===== src/rtl/mem_pkg.sv =====
// Shared encodings for the RAM controls carried down the pipeline, plus the
// MEM-stage bus FSM state type.
package mem_pkg;

    localparam logic [1:0] MEM_WE_NONE = 2'b00;
    localparam logic [1:0] MEM_WE_SB   = 2'b01;
    localparam logic [1:0] MEM_WE_SH   = 2'b10;
    localparam logic [1:0] MEM_WE_SW   = 2'b11;

    localparam logic [2:0] MEM_RD_NONE = 3'b000;
    localparam logic [2:0] MEM_RD_LB   = 3'b001;
    localparam logic [2:0] MEM_RD_LBU  = 3'b010;
    localparam logic [2:0] MEM_RD_LH   = 3'b011;
    localparam logic [2:0] MEM_RD_LHU  = 3'b100;
    localparam logic [2:0] MEM_RD_LW   = 3'b101;

    typedef enum logic [1:0] {
        ST_IDLE = 2'd0,
        ST_BUSY = 2'd1,
        ST_DONE = 2'd2
    } mem_state_e;

    // 110/111 are reserved encodings and behave like "no load".
    function automatic logic mem_is_load_sel(input logic [2:0] rsel);
        return (rsel >= MEM_RD_LB) && (rsel <= MEM_RD_LW);
    endfunction

endpackage


===== src/rtl/mem_access_unit_if.sv =====
// Request/acknowledge data-bus between the MEM stage (master) and memory (slave).
interface mem_access_unit_if #(
    parameter int ADDR_W = 32,
    parameter int DATA_W = 32
);
    logic                  req;
    logic                  we;
    logic [ADDR_W-1:0]     addr;
    logic [DATA_W/8-1:0]   wstrb;
    logic [DATA_W-1:0]     wdata;
    logic                  ack;
    logic [DATA_W-1:0]     rdata;

    modport master (
        output req, we, addr, wstrb, wdata,
        input  ack, rdata
    );

    modport slave (
        input  req, we, addr, wstrb, wdata,
        output ack, rdata
    );
endinterface


===== src/rtl/mem_load_align.sv =====
// Picks the addressed byte/half out of a bus word and sign- or zero-extends it.
// Purely combinational so the forwarding path can share it.
module mem_load_align
    import mem_pkg::*;
(
    input  logic [2:0]  rsel,
    input  logic [1:0]  addr_lo,
    input  logic [31:0] rdata,
    output logic [31:0] data
);

    logic [7:0]  byte_sel;
    logic [15:0] half_sel;

    always_comb begin
        case (addr_lo)
            2'd0:    byte_sel = rdata[7:0];
            2'd1:    byte_sel = rdata[15:8];
            2'd2:    byte_sel = rdata[23:16];
            default: byte_sel = rdata[31:24];
        endcase
        half_sel = addr_lo[1] ? rdata[31:16] : rdata[15:0];
    end

    always_comb begin
        case (rsel)
            MEM_RD_LB:  data = {{24{byte_sel[7]}}, byte_sel};
            MEM_RD_LBU: data = {24'd0, byte_sel};
            MEM_RD_LH:  data = {{16{half_sel[15]}}, half_sel};
            MEM_RD_LHU: data = {16'd0, half_sel};
            MEM_RD_LW:  data = rdata;
            default:    data = 32'd0;
        endcase
    end

endmodule


===== src/rtl/mem_access_unit.sv =====
// MEM-stage memory access: turns EX/MEM RAM controls into one req/ack bus
// transaction, stalls upstream while it is outstanding, and aligns load data.
module mem_access_unit
    import mem_pkg::*;
#(
    parameter int ADDR_W = 32,
    parameter int DATA_W = 32
) (
    input  logic                clk,
    input  logic                rst_n,
    input  logic                flush,
    input  logic [1:0]          in_ram_we,
    input  logic [2:0]          in_ram_rsel,
    input  logic [ADDR_W-1:0]   in_addr,
    input  logic [DATA_W-1:0]   in_wdata,
    mem_access_unit_if.master   bus,
    output logic                stall,
    output logic [DATA_W-1:0]   load_data,
    output logic                load_valid,
    output logic                misalign
);

    localparam logic [1:0] S_IDLE = ST_IDLE;
    localparam logic [1:0] S_BUSY = ST_BUSY;
    localparam logic [1:0] S_DONE = ST_DONE;

    logic [1:0]          state_reg;
    logic                req_reg;
    logic                we_reg;
    logic [ADDR_W-1:0]   addr_reg;
    logic [3:0]          wstrb_reg;
    logic [DATA_W-1:0]   wdata_reg;
    logic [2:0]          rsel_reg;
    logic [1:0]          addr_lo_reg;
    logic                kill_reg;
    logic [DATA_W-1:0]   load_data_reg;
    logic                load_valid_reg;
    logic                misalign_reg;

    logic                is_store;
    logic                rsel_valid;
    logic                is_load;
    logic                access;
    logic                is_half;
    logic                is_word;
    logic                misaligned;
    logic                issue;
    logic [3:0]          wstrb_next;
    logic [DATA_W-1:0]   wdata_next;
    logic [DATA_W-1:0]   aligned_rdata;

    // A store outranks a simultaneous load encoding, so the size comes from it.
    always_comb begin
        is_store   = (in_ram_we != MEM_WE_NONE);
        rsel_valid = mem_is_load_sel(in_ram_rsel);
        is_load    = ~is_store & rsel_valid;
        access     = is_store | rsel_valid;
        is_half    = is_store ? (in_ram_we == MEM_WE_SH)
                              : ((in_ram_rsel == MEM_RD_LH) || (in_ram_rsel == MEM_RD_LHU));
        is_word    = is_store ? (in_ram_we == MEM_WE_SW)
                              : (in_ram_rsel == MEM_RD_LW);
        misaligned = (is_half & in_addr[0]) | (is_word & (in_addr[1:0] != 2'b00));
        issue      = (state_reg == S_IDLE) & access & ~misaligned & ~flush;
    end

    always_comb begin
        case (in_ram_we)
            MEM_WE_SB: wstrb_next = 4'b0001 << in_addr[1:0];
            MEM_WE_SH: wstrb_next = in_addr[1] ? 4'b1100 : 4'b0011;
            MEM_WE_SW: wstrb_next = 4'b1111;
            default:   wstrb_next = 4'b0000;
        endcase
    end

    // Replicate the store operand across lanes so memory can just apply wstrb.
    generate
        for (genvar gi = 0; gi < 4; gi++) begin : g_wlane
            assign wdata_next[8*gi +: 8] =
                (in_ram_we == MEM_WE_SB) ? in_wdata[7:0] :
                (in_ram_we == MEM_WE_SH) ? in_wdata[8*(gi%2) +: 8] :
                (in_ram_we == MEM_WE_SW) ? in_wdata[8*gi +: 8] :
                                           8'd0;
        end
    endgenerate

    mem_load_align u_load_align (
        .rsel    (rsel_reg),
        .addr_lo (addr_lo_reg),
        .rdata   (bus.rdata),
        .data    (aligned_rdata)
    );

    always_ff @(posedge clk or negedge rst_n) begin
        if (!rst_n) begin
            state_reg      <= S_IDLE;
            req_reg        <= 1'b0;
            we_reg         <= 1'b0;
            addr_reg       <= '0;
            wstrb_reg      <= 4'd0;
            wdata_reg      <= '0;
            rsel_reg       <= MEM_RD_NONE;
            addr_lo_reg    <= 2'd0;
            kill_reg       <= 1'b0;
            load_data_reg  <= '0;
            load_valid_reg <= 1'b0;
            misalign_reg   <= 1'b0;
        end else begin
            load_valid_reg <= 1'b0;
            misalign_reg   <= 1'b0;
            case (state_reg)
                S_IDLE: begin
                    kill_reg <= 1'b0;
                    if (issue) begin
                        req_reg     <= 1'b1;
                        we_reg      <= is_store;
                        addr_reg    <= {in_addr[ADDR_W-1:2], 2'b00};
                        wstrb_reg   <= wstrb_next;
                        wdata_reg   <= wdata_next;
                        rsel_reg    <= is_load ? in_ram_rsel : MEM_RD_NONE;
                        addr_lo_reg <= in_addr[1:0];
                        state_reg   <= S_BUSY;
                    end else if (access & misaligned & ~flush) begin
                        misalign_reg <= 1'b1;
                    end
                end
                S_BUSY: begin
                    if (flush) begin
                        kill_reg <= 1'b1;
                    end
                    if (bus.ack) begin
                        req_reg   <= 1'b0;
                        state_reg <= S_DONE;
                        if (rsel_reg != MEM_RD_NONE) begin
                            load_data_reg  <= aligned_rdata;
                            // A flush arriving on the ack cycle still kills the result.
                            load_valid_reg <= ~(kill_reg | flush);
                        end
                    end
                end
                S_DONE: begin
                    // Pipeline advances on this edge; the held inputs must not re-issue.
                    kill_reg  <= 1'b0;
                    state_reg <= S_IDLE;
                end
                default: state_reg <= S_IDLE;
            endcase
        end
    end

    assign stall      = rst_n & (issue | (state_reg == S_BUSY));
    assign load_data  = load_data_reg;
    assign load_valid = load_valid_reg;
    assign misalign   = misalign_reg;

    assign bus.req   = req_reg;
    assign bus.we    = we_reg;
    assign bus.addr  = addr_reg;
    assign bus.wstrb = wstrb_reg;
    assign bus.wdata = wdata_reg;

endmodule


===== src/flat_wrapper.sv =====
// flat-port wrapper written by rule: the top's interface ports become plain ports
module mem_access_unit_flat import mem_pkg::*;
#(
    parameter int ADDR_W = 32,
    parameter int DATA_W = 32
)
  (clk, rst_n, flush, in_ram_we, in_ram_rsel, in_addr, in_wdata, stall, load_data, load_valid, misalign, bus_req, bus_we, bus_addr, bus_wstrb, bus_wdata, bus_ack, bus_rdata);
  mem_access_unit_if #(.ADDR_W(ADDR_W), .DATA_W(DATA_W)) bus_i ();
  input  logic clk;
  input  logic rst_n;
  input  logic flush;
  input  logic [1:0] in_ram_we;
  input  logic [2:0] in_ram_rsel;
  input  logic [ADDR_W-1:0] in_addr;
  input  logic [DATA_W-1:0] in_wdata;
  output logic stall;
  output logic [DATA_W-1:0] load_data;
  output logic load_valid;
  output logic misalign;
  output wire logic [$bits(bus_i.req)-1:0] bus_req;
  output wire logic [$bits(bus_i.we)-1:0] bus_we;
  output wire logic [$bits(bus_i.addr)-1:0] bus_addr;
  output wire logic [$bits(bus_i.wstrb)-1:0] bus_wstrb;
  output wire logic [$bits(bus_i.wdata)-1:0] bus_wdata;
  input wire logic [$bits(bus_i.ack)-1:0] bus_ack;
  input wire logic [$bits(bus_i.rdata)-1:0] bus_rdata;
  assign bus_req = bus_i.req;
  assign bus_we = bus_i.we;
  assign bus_addr = bus_i.addr;
  assign bus_wstrb = bus_i.wstrb;
  assign bus_wdata = bus_i.wdata;
  assign bus_i.ack = bus_ack;
  assign bus_i.rdata = bus_rdata;
  mem_access_unit #(.ADDR_W(ADDR_W), .DATA_W(DATA_W)) u_core (.clk(clk), .rst_n(rst_n), .flush(flush), .in_ram_we(in_ram_we), .in_ram_rsel(in_ram_rsel), .in_addr(in_addr), .in_wdata(in_wdata), .bus(bus_i), .stall(stall), .load_data(load_data), .load_valid(load_valid), .misalign(misalign));
endmodule

===== config.mk =====
export PLATFORM = sky130hd
export DESIGN_NAME = mem_access_unit_flat
export DESIGN_NICKNAME = d
export VERILOG_FILES = /design/src/rtl/mem_pkg.sv /design/src/rtl/mem_access_unit_if.sv /design/src/rtl/mem_load_align.sv /design/src/rtl/mem_access_unit.sv /design/src/flat_wrapper.sv
export SDC_FILE = /design/constraint.sdc
export NUM_CORES = 1
export LEC_CHECK = 0
export ABC_AREA = 1
export BUFFER_PORTS_ARGS = -buffer_cell sky130_fd_sc_hd__buf_2
export CAP_MARGIN = 20
export CORE_ASPECT_RATIO = 0.5
export CORE_UTILIZATION = 54
export DETAILED_ROUTE_END_ITERATION = 8
export MAX_ROUTING_LAYER = met4
export PLACE_DENSITY = 0.86
export SYNTH_ARGS = -nofsm -noshare
export SYNTH_HDL_FRONTEND = slang
export SYNTH_SLANG_ARGS = --single-unit

===== constraint.sdc =====
create_clock -name clk -period 3.1 [get_ports clk]
set_clock_uncertainty 0.05 [all_clocks]
set_input_delay 0.31 -clock clk [delete_from_list [all_inputs] [get_ports clk]]
set_output_delay 0.31 -clock clk [all_outputs]
set_load 0.05 [all_outputs]

==> impl_metrics.yaml, run 1 <==
clock_network:
  cts_root_buf: "clkbuf_16"
  insertion_delay_ps: 340
  cts_made_buffers: 9
  cts_tree: "yes"
  clk_path_buf_depth: 2
  cts_max_level: 3
  cts_resized: 0
  clock_sinks: 110
  cts_hold_buf: 1
  cts_setup_buffers: 0
  clk_pin_slew_ps: 70
synthesis:
  synth_compound_area_share_pct: 4.70
  syn_inst: 789
  synthDistinctLibCells: 27
  synthMuxAreaShare_pct: 0
  syn-mean-instance-area_um2: 7.19
  yosys.area_share.adder_pct: 0
  ys_warn_count: 0
  syn_area_mm2: 0.00567
  synth_top_family_by_area: "simple AND/OR/NAND/NOR gates"
  ys_seq_area_share_pct: 48.5
  synth_xor_area_share_pct: 0
  ys_ff_latch: 110
  synthSimpleGateAreaFrac_pct: 39.1
setup_path:
  start_kind: "register"
  crit_type: "reg2reg"
  path_max_fanout: 25
  crit_arrival_ps: 2420
  cp-end-kind: "register"
  worstPathRequired_ps: 3340
detailed_routing:
  first_pass_iters: 5
  finalWirelength_um: 15200
  viasPerCell: 5.13
  wl_per_cell_um: 13.6
  ant_nets: 0
  vias: 5735
  drtIter0Drc: 400
  drc_errors: 0
layout:
  syn_to_final_growth_pct: 23.2
  final_cell_mix: "453 x nand2_1, 206 x buf_2, 110 x dfrtp_1"
  layout_commonest_cell: "nand2_1"
  drive_above_1_share_pct: 24.7
  fillers: 902
  fin_area_mm2: 0.00699
  num-nets-final: 1078
global_routing:
  overflow: 0
  grt_usage_pct: 28.4
  grt_max_degree: 75
  antenna_found_initial: 1
  grt_pass1_wl_um: 23600
  grt_pass1_vias: 5002
pwr:
  leakagePower_nw: 4.30
  peakVddDrop_mv: 0.463
  cellPowerDensity_mw_per_mm2: 884
status:
  status: "finished clean"
placement:
  postPlaceCellArea_mm2: 0.00668
  io_buffers: 207
  gp_congestion: 0.893
  dp_hpwl_um: 10700
floorplanning:
  chipHeight_um: 74.5
  coreArea_mm2: 0.0102
  die_w_um: 147
  initial_utilization_pct: 55.5
  die-area_mm2: 0.0109
  num_rows: 26
  io_pins: 210
worst_hold_path:
  hold_path_class: "in2reg"
sta:
  hold_viol: 0
  maxSlewHeadroom_pct: 42.1
  fin_setup_tns_ps: 0
  report.final.setup_viol: 0
  worst_pin_slew_ps: 867
  timing.fmax_mhz: 457
  timing.final.crit_share_pct: 70.5
  period_needed_ps: 2190
  rsz0062_at_grt: "no"
  final-max-slew-violation-count: 0
job:
  maxCapViolations: 0
==> routing by layer <==
layer  GRT usage, %  share of wire, %  vias to the layer above
met2           47.1                47                      263
met4           8.82               2.1                        0
li1               -                 -                     2806
met1           35.6                43                     2639
met3           5.89               7.5                       27
met5              -                 0                        -
==> critical path, cell delays in order, from the launching register on <==
cell and delay [ps]:
dfrtp_1 590, buf_4 300, nor2_2 210, nand2_1 80, nand3_1 120, nand3_2 410, nand3_1 220, nand2_1 70
nand2_1 70
==> kinds of logic after synthesis <==
group	Yosys count
compound gates	46
simple gates	548
buf+inv	84
flops	110
other cells	1
==> metrics by stage <==
| stage | power, W | cells | hold WS [ps] | utilization, % | setup WS (ps) |
|---|---|---|---|---|---|
| finish | 0.00618 | 1119 | 93.1 | 68.4 | 913 |
| global route | 0.00649 | 1119 | 95.1 | 68.4 | 729 |
| CTS | 0.00620 | 1118 | 91.1 | 68.4 | 931 |
| detailed placement | 0.00502 | 1101 | 237 | 65.4 | 936 |
| global placement | 0.00496 | 1101 | 232 | 65.4 | 1030 |
| floorplan | 0.00431 | 790 | -35.6 | - | 813 |
==> area by class of cell <==
| class | instances | area (µm²) | area share [%] |
|---|---|---|---|
| Sequential cell | 110 | 2750 | 39.4 |
| Multi-Input combinational cell | 596 | 2500 | 35.7 |
| Timing Repair Buffer | 214 | 1110 | 15.8 |
| Clock buffer | 11 | 233 | 3.33 |
| Tap cell | 140 | 175 | 2.51 |
| Inverter | 42 | 160 | 2.29 |
| Clock inverter | 5 | 63.8 | 0.913 |
| Antenna cell | 1 | 2.50 | 0.0358 |
==> synthesized netlist by cell type (all sizes together) <==
| library cell | n | area, µm² |
|---|---|---|
| a22oi | 9 | 67.6 |
| conb | 1 | 3.75 |
| clkbuf | 16 | 60.1 |
| dfrtp | 110 | 2750 |
| buf | 26 | 214 |
| o31ai | 1 | 7.51 |
| nand3 | 59 | 310 |
| inv | 42 | 160 |
| nand2 | 455 | 1710 |
| nand4 | 6 | 37.5 |
| or2 | 1 | 6.26 |
| nor3 | 5 | 30.0 |
| o21a | 3 | 22.5 |
| o21ai | 21 | 105 |
| nor2 | 22 | 120 |
| a21oi | 12 | 63.8 |
==> final timing paths <==
kind,slack [ps],cells past startpoint,from,to
hold / removal,90,2,flush,u_core.load_valid
setup reg to reg,910,8,u_core.addr_lo_reg[1],u_core.load_data[27]
hold reg to reg,380,1,u_core.kill_reg,u_core.load_valid
min in group asynchronous,400,2,rst_n,u_core.load_data[11]
max in group asynchronous,1730,3,rst_n,u_core.bus.wdata[5]
setup / recovery,910,8,u_core.addr_lo_reg[1],u_core.load_data[27]
==> report_power, final <==
part | switching [W] | total, W | internal [W]
logic | 0.00224 | 0.00289 | 0.000644
registers | 0.000273 | 0.00212 | 0.00185
clock network | 0.000536 | 0.00117 | 0.000637
total | 0.00305 | 0.00618 | 0.00313
Note: power is estimated with default switching activity, not from simulation.
==> run 2: changes to the inputs <==
--- a/config.mk
+++ b/config.mk
@@ -9,10 +9,10 @@
 export BUFFER_PORTS_ARGS = -buffer_cell sky130_fd_sc_hd__buf_2
 export CAP_MARGIN = 20
 export CORE_ASPECT_RATIO = 0.5
-export CORE_UTILIZATION = 54
+export CORE_UTILIZATION = 45
 export DETAILED_ROUTE_END_ITERATION = 8
 export MAX_ROUTING_LAYER = met4
-export PLACE_DENSITY = 0.86
+export PLACE_DENSITY = 0.77
 export SYNTH_ARGS = -nofsm -noshare
 export SYNTH_HDL_FRONTEND = slang
 export SYNTH_SLANG_ARGS = --single-unit
==> constraint.sdc (replaced) <==
create_clock -name clk -period 1.95 [get_ports clk]
set_clock_uncertainty 0.05 [all_clocks]
set_input_delay 0.195 -clock clk [delete_from_list [all_inputs] [get_ports clk]]
set_output_delay 0.195 -clock clk [all_outputs]
set_load 0.05 [all_outputs]
==> run 2 against run 1 <==
- hold slack lost 96 ps
- critical path depth decreased by 2
- critical path type is now reg2out
- first-iteration DRC count down 1.8%
- the run now ends with hold timing left
- register-to-register slack worse by 660 ps
- largest cell class unchanged
- flip-flop and latch count is the same
- non-clock buffer count is 38 higher
- final area rose by 6.3%
- die area rose by 20%
- global-route usage shrank 2.9 points
==> impl_metrics.yaml, run 2 (same netlist as run 1, synthesis figures left out) <==
global_routing:
  grt_max_degree: 111
  grt_use_met2_pct: 41.0
  overflow: 0
  grt_pass1_vias: 5445
  grt_usage_pct: 25.5
  use_met3_pct: 4.85
  grt.busiest_layer: "met2"
  grt_pass1_wl_um: 25700
  grt_util_met1_pct: 32.5
  antenna_found_initial: 0
status:
  violations: "hold timing"
  status: "finished with violations"
layout:
  syn_to_final_growth_pct: 31.0
  fillers: 1121
  drive_above_1_share_pct: 25.3
  num-nets-final: 1116
  fin_area_mm2: 0.00743
  diodes: 0
  final_cell_mix: "453 x nand2_1, 205 x buf_2, 110 x dfrtp_1"
  layout_commonest_cell: "nand2_1"
placement:
  io_buffers: 207
  postPlaceCellArea_mm2: 0.00685
  dp_hpwl_um: 11200
  gp_congestion: 0.874
setup_path:
  start_kind: "register"
  worstRegToRegCells: 6
  r2r_end: "u_core.load_data[13]"
  reg2reg_setup_slack_ps: 250
  slowest_delay_ps: 400
  worst-path-stages: 6
  path_common_cell: "a21oi_2"
  cpLargestDelayFamily: "flip-flops"
  path_cells: "nor2_1, nand2_1, a21oi_2, nand3_2, a21oi_2, buf_6"
  crit_type: "reg2out"
  worstPathRequired_ps: 1700
  slowest_stage: "dfrtp_1"
  path_max_fanout: 3
  r2r-start: "u_core.addr_lo_reg[1]"
  crit_arrival_ps: 1600
  cp_num_buf_inv: 1
  cp-end-kind: "output port"
sta:
  maxSlewHeadroom_pct: 60.7
  report.final.setup_viol: 0
  rsz0062_at_grt: "yes"
  period_needed_ps: 1840
  worst_pin_slew_ps: 588
  final-max-slew-violation-count: 0
  timing.final.crit_share_pct: 94.5
  whs_ps: -2.75
  hold_viol: 1
  timing.fmax_mhz: 543
pwr:
  leakagePower_nw: 4.49
  cellPowerDensity_mw_per_mm2: 1350
  peakVddDrop_mv: 0.670
detailed_routing:
  drc_errors: 0
  wl_per_cell_um: 13.6
  drtIter0Drc: 393
  ant_nets: 0
  finalWirelength_um: 16100
  first_pass_iters: 5
  viasPerCell: 4.94
  vias: 5825
clock_network:
  cts_made_buffers: 9
  cts_tree: "yes"
  clock_sinks: 110
  cts_root_buf: "clkbuf_16"
  insertion_delay_ps: 340
  clk_pin_slew_ps: 70
  cts_max_level: 3
  clk_path_buf_depth: 2
job:
  maxCapViolations: 0
floorplanning:
  chipHeight_um: 81.4
  die-area_mm2: 0.0131
  num_rows: 28
  die_w_um: 161
  coreArea_mm2: 0.0121
  io_pins: 210
  initial_utilization_pct: 47.1
worst_hold_path:
  whs_path_depth: 3
  hp-start: "in_addr[14]"
  hold_path_class: "in2reg"
  hold_end: "u_core.bus.addr[14]"
==> run 2: layout make-up <==
cell class | count | area, µm² | area share (%)
Timing Repair Buffer | 252 | 1500 | 20.2
Clock buffer | 10 | 239 | 3.22
Sequential cell | 110 | 2750 | 37.0
Clock inverter | 5 | 66.3 | 0.892
Multi-Input combinational cell | 596 | 2510 | 33.8
Tap cell | 165 | 206 | 2.78
Inverter | 42 | 160 | 2.16
==> run 2: layer usage <==
| layer | up-vias | wire length [µm] |
|---|---|---|
| li1 | 2874 | - |
| met1 | 2662 | 6990 |
| met2 | 241 | 7550 |
| met3 | 48 | 1130 |
| met4 | 0 | 426 |
| met5 | - | 0 |
==> run 2: how the worst max path moves through the flow <==
stage | endpoint | startpoint | slack [ps]
5_1_grt | stall | u_core.state_reg[0] | -9
3_3_place_gp | u_core.load_data[10] | u_core.addr_lo_reg[1] | 270
3_5_place_dp | u_core.load_data[13] | u_core.addr_lo_reg[1] | 170
4_1_cts | stall | u_core.state_reg[0] | 10
2_1_floorplan | stall | in_ram_we[1] | 170
6_report | stall | u_core.state_reg[0] | 110
==> run 2: through the flow <==
| stage | TNS, ps | utilization (%) | total power, W | std cells | setup WS, ps |
|---|---|---|---|---|---|
| 6_report | 0 | 61.7 | 0.0100 | 1180 | 108 |
| 5_1_grt | -9.20 | 61.7 | 0.0106 | 1180 | -9.20 |
| 4_1_cts | 0 | 61.5 | 0.0101 | 1179 | 13.1 |
| 3_5_place_dp | 0 | 56.9 | 0.00809 | 1139 | 169 |
| 3_3_place_gp | 0 | 56.9 | 0.00802 | 1139 | 266 |
| 2_1_floorplan | 0 | - | 0.00685 | 790 | 166 |
==> run 2: worst reg2reg max path, cell delays in order, from the launching register on <==
cell and delay [ps]:
dfrtp_1 590, nand2_2 100, or2_2 320, nand3_4 270
nand3_1 140, nand2_1 90, nand2_1 50
==> run 2: report_power, final <==
part / internal [W] / switching (W)
Combinational: 0.00115 / 0.00363
Sequential: 0.00294 / 0.000406
Clock: 0.00104 / 0.000851
==> run 2: timing repair <==
item / 4_1_cts / 5_1_grt
endpoints found under the hold margin: 134 / 1
setup endpoints to repair: 0 / 7
setup buffers: 0 / 0
hold buffers: 25 / 1
resized for setup: 0 / 4
